**src/rtl/rr_control_sequencer.sv**
```systemverilog
`default_nettype none
// ============================================================================
//  Module   : rr_control_sequencer
//  Purpose  : Moore control FSM for instruction fetch (T0-T2) and
//             register-register ALU / MUL / DIV execute (T3-T6).
//  Revision : 1.0  initial release
// ============================================================================
module rr_control_sequencer #(
    parameter int OPW  = 5,
    parameter int REGW = 4,
    parameter int NREG = 16
) (
    input  logic            Clock,
    input  logic            Clear,
    input  logic            Start,
    input  logic            MemReady,
    input  logic [31:0]     IR,
    output logic            PCout,
    output logic            Zhiout,
    output logic            Zlowout,
    output logic            MDRout,
    output logic            MARin,
    output logic            Zin,
    output logic            PCin,
    output logic            MDRin,
    output logic            IRin,
    output logic            Yin,
    output logic            HIin,
    output logic            LOin,
    output logic            IncPC,
    output logic            Read,
    output logic            ADD,
    output logic            SUB,
    output logic            AND,
    output logic            OR,
    output logic            MUL,
    output logic            DIV,
    output logic [NREG-1:0] Rout,
    output logic [NREG-1:0] Rin,
    output logic            Busy,
    output logic            Done,
    output logic            Illegal
);

    localparam logic [3:0] c_st_idle = 4'd0;
    localparam logic [3:0] c_st_t0   = 4'd1;
    localparam logic [3:0] c_st_t1   = 4'd2;
    localparam logic [3:0] c_st_t1w  = 4'd3;
    localparam logic [3:0] c_st_t2   = 4'd4;
    localparam logic [3:0] c_st_t3   = 4'd5;
    localparam logic [3:0] c_st_t4   = 4'd6;
    localparam logic [3:0] c_st_t5   = 4'd7;
    localparam logic [3:0] c_st_t6   = 4'd8;
    localparam logic [3:0] c_st_done = 4'd9;

    localparam logic [OPW-1:0]  c_op_add  = OPW'(3);
    localparam logic [OPW-1:0]  c_op_sub  = OPW'(4);
    localparam logic [OPW-1:0]  c_op_and  = OPW'(5);
    localparam logic [OPW-1:0]  c_op_or   = OPW'(6);
    localparam logic [OPW-1:0]  c_op_mul  = OPW'(15);
    localparam logic [OPW-1:0]  c_op_div  = OPW'(16);
    localparam logic [REGW:0]   c_nreg    = (REGW+1)'(NREG);
    localparam logic [NREG-1:0] c_one     = NREG'(1);
    localparam int              c_used_bits = OPW + 3*REGW;

    logic [3:0]      r_state;
    logic [3:0]      w_state_nxt;
    logic [OPW-1:0]  w_op;
    logic [REGW-1:0] w_ra;
    logic [REGW-1:0] w_rb;
    logic [REGW-1:0] w_rc;
    logic            w_op_alu;
    logic            w_op_md;
    logic            w_illegal;

    // Fields are packed from bit 31 downward: op, Ra, Rb, Rc.
    assign w_op = IR[31 -: OPW];
    assign w_ra = IR[31-OPW -: REGW];
    assign w_rb = IR[31-OPW-REGW -: REGW];
    assign w_rc = IR[31-OPW-2*REGW -: REGW];

    generate
        if (c_used_bits < 32) begin : g_unused_ir
            logic w_unused_ir;
            assign w_unused_ir = ^IR[31-c_used_bits:0];
        end
    endgenerate

    assign w_op_alu = (w_op == c_op_add) || (w_op == c_op_sub) ||
                      (w_op == c_op_and) || (w_op == c_op_or);
    assign w_op_md  = (w_op == c_op_mul) || (w_op == c_op_div);

    // Ra is only a destination for single-result ops; MUL/DIV write HI/LO.
    assign w_illegal = !(w_op_alu || w_op_md) ||
                       ({1'b0, w_rb} >= c_nreg) ||
                       ({1'b0, w_rc} >= c_nreg) ||
                       (!w_op_md && ({1'b0, w_ra} >= c_nreg));

    always_ff @(posedge Clock) begin
        if (!Clear) begin
            r_state <= c_st_idle;
        end else begin
            r_state <= w_state_nxt;
        end
    end

    always_comb begin
        w_state_nxt = r_state;
        PCout   = 1'b0;  Zhiout = 1'b0;  Zlowout = 1'b0;  MDRout = 1'b0;
        MARin   = 1'b0;  Zin    = 1'b0;  PCin    = 1'b0;  MDRin  = 1'b0;
        IRin    = 1'b0;  Yin    = 1'b0;  HIin    = 1'b0;  LOin   = 1'b0;
        IncPC   = 1'b0;  Read   = 1'b0;
        ADD     = 1'b0;  SUB    = 1'b0;  AND     = 1'b0;  OR     = 1'b0;
        MUL     = 1'b0;  DIV    = 1'b0;
        Rout    = '0;    Rin    = '0;
        Busy    = (r_state != c_st_idle);
        Done    = 1'b0;
        Illegal = 1'b0;
        case (r_state)
            c_st_idle: begin
                if (Start) w_state_nxt = c_st_t0;
            end
            c_st_t0: begin
                PCout = 1'b1;  MARin = 1'b1;  IncPC = 1'b1;  Zin = 1'b1;
                w_state_nxt = c_st_t1;
            end
            c_st_t1: begin
                Zlowout = 1'b1;  PCin = 1'b1;  Read = 1'b1;  MDRin = 1'b1;
                w_state_nxt = MemReady ? c_st_t2 : c_st_t1w;
            end
            c_st_t1w: begin
                Read = 1'b1;  MDRin = 1'b1;
                if (MemReady) w_state_nxt = c_st_t2;
            end
            c_st_t2: begin
                MDRout = 1'b1;  IRin = 1'b1;
                w_state_nxt = c_st_t3;
            end
            c_st_t3: begin
                if (w_illegal) begin
                    Illegal     = 1'b1;
                    w_state_nxt = c_st_idle;
                end else begin
                    Rout        = c_one << w_rb;
                    Yin         = 1'b1;
                    w_state_nxt = c_st_t4;
                end
            end
            c_st_t4: begin
                Rout = c_one << w_rc;
                Zin  = 1'b1;
                ADD  = (w_op == c_op_add);
                SUB  = (w_op == c_op_sub);
                AND  = (w_op == c_op_and);
                OR   = (w_op == c_op_or);
                MUL  = (w_op == c_op_mul);
                DIV  = (w_op == c_op_div);
                w_state_nxt = c_st_t5;
            end
            c_st_t5: begin
                Zlowout = 1'b1;
                if (w_op_md) begin
                    LOin        = 1'b1;
                    w_state_nxt = c_st_t6;
                end else begin
                    Rin         = c_one << w_ra;
                    w_state_nxt = c_st_done;
                end
            end
            c_st_t6: begin
                Zhiout = 1'b1;  HIin = 1'b1;
                w_state_nxt = c_st_done;
            end
            c_st_done: begin
                Done        = 1'b1;
                w_state_nxt = c_st_idle;
            end
            default: begin
                w_state_nxt = c_st_idle;
            end
        endcase
    end

endmodule
`default_nettype wire

```
**config.mk**
```make
export PLATFORM = sky130hd
export DESIGN_NAME = rr_control_sequencer
export DESIGN_NICKNAME = d
export VERILOG_FILES = /design/src/rtl/rr_control_sequencer.sv
export SDC_FILE = /design/constraint.sdc
export NUM_CORES = 1
export LEC_CHECK = 0
export ABC_AREA = 1
export BUFFER_PORTS_ARGS = -buffer_cell sky130_fd_sc_hd__buf_4
export CORE_ASPECT_RATIO = 0.7
export CORE_MARGIN = 8
export CORE_UTILIZATION = 34
export CTS_CLUSTER_DIAMETER = 80
export DETAILED_ROUTE_END_ITERATION = 10
export GPL_TIMING_DRIVEN = 0
export PLACE_DENSITY = 0.82
export SYNTH_ARGS = -nofsm -noshare
export SYNTH_HDL_FRONTEND = slang
export SYNTH_SLANG_ARGS = --single-unit
```
**constraint.sdc**
```tcl
create_clock -name Clock -period 1.6 [get_ports Clock]
set_clock_uncertainty 0.15 [all_clocks]
set_input_delay 0.32 -clock Clock [delete_from_list [all_inputs] [get_ports Clock]]
set_output_delay 0.32 -clock Clock [all_outputs]
set_load 0.02 [all_outputs]
```
# Yosys cells after proc, flatten, opt, wreduce, memory -nomap -nowiden
# Cells that the tools add are included.
# word_totals
out_inout_bits,55
latchBits,0
word_cells,62
n_memories,0
romBits,0
input_bits,36
register_bits,4
mem_bits_rw,0
# op_classes
muxes,30
order_cmp,0
n_addsub,0
bitwise,0
shifts,3
mul,0
reduce_logical,11
n_eq_ne,17
div_mod_pow,0
# ops
operator,n
2-to-1 mux 16 bit,3
"left shift 1 x 4 -> 16 bit, first input constant",3
one-hot mux 4 bit (9 select lines),1
one-hot mux 16 bit (2 select lines),1
2-to-1 mux 1 bit,21
"== test 4 x 3 -> 1 bit, second input constant",4
"== test 5 x 3 -> 1 bit, second input constant",3
"== test 4 x 2 -> 1 bit, second input constant",2
"== test 4 bit, second input constant",2
2-to-1 mux 4 bit,2
2-to-1 mux 3 bit,2
OR reduction 2 bit,3
"== test 5 x 2 -> 1 bit, second input constant",1
"== test 5 x 4 -> 1 bit, second input constant",1
"== test 5 bit, second input constant",1
logical OR 1 bit,5
"== test 4 x 1 -> 1 bit, second input constant",1
logical NOT 4 bit,1
"inequality test 2 bit, second input constant",2
nonzero test 4 bit,1
AND reduction 2 bit,1

# Logic depth before layout (Yosys ltp)
# depth
ltp_word,7
ltp_mapped,10
mapped_depth_nobuf,10

# Worst setup path after synthesis
# OpenSTA, ideal clock, no wires.
# synth_path
path_kind,input -> output
from,input IR[30]
to,output Rout[0]
path_stages,7
arrival_time_ns,1.354
t_required_ns,1.130
path_buffers,0
slack_ns,-0.224
cell_sequence,nor2_1 nand2_1 nor2_1 nor2_2 nand2_1 nand2_2 o21ai_0
# synth_via
elab_chain_cells,7
word_cells_on_any_way,13
cone_classes,eq/ne (6); mux (2); reduce/logical (5)
# synth_rtl
element,line,rtl
"start, declared",17,"input logic [31:0] IR,"
== test 5 x 2 -> 1 bit / == test 5 x 3 -> 1 bit (equally long branches),89,assign w_op_alu = (w_op == c_op_add) || (w_op == c_op_sub) ||
logical OR 1 bit (2 in a row),89,
logical OR 1 bit,90,(w_op == c_op_and) || (w_op == c_op_or);
logical OR 1 bit *,94,assign w_illegal = !(w_op_alu || w_op_md) ||
2-to-1 mux 16 bit *,140,if (w_illegal) begin
one-hot mux 16 bit (2 select lines) *,119,case (r_state)
"end, declared",38,"output logic [NREG-1:0] Rout,"
# Mark *: on every way between the ends. The rest lies on a longest branch, timed or not.

# Worst setup path after layout
# layout_path
from,input IR[29]
to,output Rout[8]
# Same word-level chain as after synthesis.

==> run_results.csv <==
group,metric,value,unit
job,maxCapViolCount,0,
finish,fillers,120,
finish,syn_to_final_growth,154,%
floorplan,start_util,0.356,
hold_path,hold_path_depth,3,
floorplan,fp.dieW,80.5,µm
grt,grt_pass1_vias,1615,
clock_network,cts_made_buffers,3,
setup_path,cp_cell_sequence,"buf_8 > inv_1 > nor2_2 > nand3_1 > nand2_2 > inv_2 > nand2_2 > nand2_4 > nor2_4 > nand2_2 > nand2_2 > buf_6",
synth,synthCells,202,
clock_network,clkLatencyLatePin,0.21,ns
grt,grt_overflow,0,
setup_path,start_kind,"input pin",
finish,largest_reg_flops,4,
route,top_layer,"met4",
clock_network,cts_root_buffer,"clkbuf_8",
setup_path,critPathBufInv,4,
power_and_ir_drop,total_leakage_power,1.17,nW
grt,gr-usage-all-layers,0.197,
power_and_ir_drop,peakVddDrop,0.923,mV
setup_path,crit_arrival,1.68,ns
synth,syn_area,990,µm²
route,vias_per_cell,5.82,
synth,synth.yosys.warnings,0,
place,dp_hpwl,3400,µm
route,route.met3.wl,800,µm
route,via_count,1986,
setup_path,cp_slowest_stage_delay,0.25,ns
setup_path,crit_path_end_kind,"primary output",
route,wire_per_inst,20.6,µm
setup_path,cp_top_family,"simple AND/OR/NAND/NOR gates",
route,drt_first_pass_iters,5,
setup_path,critPathSlowestCell,"nor2_4",
route,initialDrtViolationCount,132,
route,route.met2.wl,3290,µm
finish,finish.utilization,0.902,
synth,syn_avg_cell_area,4.90,µm²
place,placement.io_buffers,75,
clock_network,cts_sinks,4,
finish,drive_above_1_share,0.702,
timing,slew_headroom,0.582,
hold_path,min_path_type,"in -> reg",
place,dpl_cell_area,0.00177,mm²
power_and_ir_drop,p_per_area,604,mW/mm²
setup_path,crit_path_frequent_cell,"nand2_2",
route,drc,0,
route,wirelength,7040,µm
grt,grt_max_degree,10,
synth,synth.distinct_cells,20,
finish,nNetsFinal,343,
setup_path,critical_path.reg2reg.startpoint,"r_state[3]",
synth,yosysSeqAreaShare,0.0809,
setup_path,rr_worst_depth,9,
clock_network,cts.clk_slew.worst_paths,0.03,ns
floorplan,core_area,0.00278,mm²
run_status,run_status,"complete, but fails checks",
finish,final_cell_area,0.00251,mm²
place,post-place-ws,-0.396,ns
setup_path,path_max_fanout,6,
grt,antenna_found_initial,0,
finish,n_antenna_cell,0,
timing,fmax,0.465,GHz
timing,setup_viol,55,
run_status,violations,"setup timing",
timing,hold_viol_final,0,
floorplan,ioPinCount,91,
grt,grt_pass1_wl,7800,µm
timing,slew_viol_final,0,
timing,fin_ws,-0.550,ns
hold_path,hp-start,"Clear",
setup_path,r2r_setup_slack,0.08,ns
floorplan,rows,16,
setup_path,path_class,"in -> out",
clock_network,tritoncts,"done",
power_and_ir_drop,p_total,1.51,mW
finish,reg_top3,"r_state: 4 flops",
clock_network,cts_buffer_depth,2,
clock_network,htreeDepth,1,
timing,final.hold.worst_slack,0.150,ns
synth,synth-seq-cells,4,
finish,regMostFlops,"r_state",
timing,period_needed,2.15,ns
setup_path,cp.required,1.13,ns
hold_path,holdPathEnd,"r_state[1]",
timing,rsz0062_at_grt,"true",
synth,synthesis.nets,238,
place,gp_congestion,0.947,
timing,post-route-period-util,1.34,
timing,worstMarginPinSlew,0.622,ns
floorplan,dieArea,0.00492,mm²
route,wl_met1,2530,µm
clock_network,ctsHoldBuffers,0,
setup_path,r2r_end,"r_state[0]",
floorplan,die_h,61.1,µm
route,drt.antenna.violating_nets,0,
synthesized netlist by cell type:
cell type / count / share of area
nor3_1: 21 / 0.11
o21ai_1: 5 / 0.025
nor2_4: 2 / 0.023
nand3_2: 1 / 0.010
or2_1: 1 / 0.0063
nand2_2: 3 / 0.019
o21ai_0: 2 / 0.010
nand3_1: 16 / 0.081
nand2_1: 57 / 0.22
a21oi_1: 1 / 0.0051
nor3_4: 1 / 0.016
nor2_2: 9 / 0.057
buf_6: 2 / 0.023
inv_1: 34 / 0.13
dfxtp_1: 4 / 0.081
buf_4: 5 / 0.038
o22ai_1: 4 / 0.025
inv_2: 4 / 0.015
nor2_1: 29 / 0.11
clkinv_1: 1 / 0.0038
worst max path at each step:
| stage | slack, ns | cells past startpoint | from | to |
|---|---|---|---|---|
| 3_5_place_dp | -0.40 | 9 | IR[30] | Rout[14] |
| 6_report | -0.55 | 12 | IR[29] | Rout[8] |
| 3_3_place_gp | -0.40 | 9 | IR[30] | Rout[14] |
| 5_1_grt | -0.61 | 12 | IR[29] | Rout[8] |
| 4_1_cts | -0.41 | 8 | r_state[3] | Rin[2] |
| 2_1_floorplan | -0.11 | 7 | r_state[3] | AND |
through the flow:
stage / instances / TNS (ns)
detailed placement: 313 / -11.74
floorplan: 202 / -1.84
global route: 341 / -21.28
CTS: 339 / -14.17
global placement: 313 / -11.48
finish: 341 / -18.21
layer usage:
| metal | vias to the layer above | global-route usage |
|---|---|---|
| li1 | 835 | - |
| met1 | 934 | 0.244 |
| met2 | 172 | 0.345 |
| met3 | 45 | 0.0466 |
| met4 | 0 | 0.0309 |
| met5 | - | 0 |
final cells by class:
type                       instances  area, µm²  share of cell area
inverter                          39        166              0.0663
sequential                         4       92.6              0.0369
tap                               36       45.0              0.0179
clock buffer                       3       41.3              0.0165
timing repair buffer             100        951               0.379
buffer                             7       72.6              0.0289
multi-input combinational        152       1140               0.455
cell families after synthesis:
group	share of synthesized area
buffers and inverters	0.209
and+or+nand+nor	0.645
AOI/OAI and AO/OA	0.0657
DFF	0.0809
timing repair:
action                                  CTS  global route
endpoints found under the setup margin   52            57
pin swaps                                 9            25
gates cloned                              1             0
gates resized for setup                  41           102
buffers inserted                         22             7
worst min-delay path, cell delays in order:
cell and delay, ns:
buf_4 0.08, nand2_1 0.04, inv_1 0.04
report_power, final:
part           internal, mW  switching (mW)  total [mW]
clock network         0.160          0.0465       0.206
logic                 0.435           0.688        1.12
registers             0.134          0.0511       0.185
total                 0.729           0.786        1.51
placed cells by master (no fill, tap or decap), types with 9 or more instances in the layout:
master	n
nand3_1	12
inv_1	22
nand2_2	25
buf_6	44
nor2_1	10
nor3_1	15
inv_2	9
nor2_2	12
nand2_1	29
nor2_4	18
buf_4	58
Power figures use the tool's default switching activity.
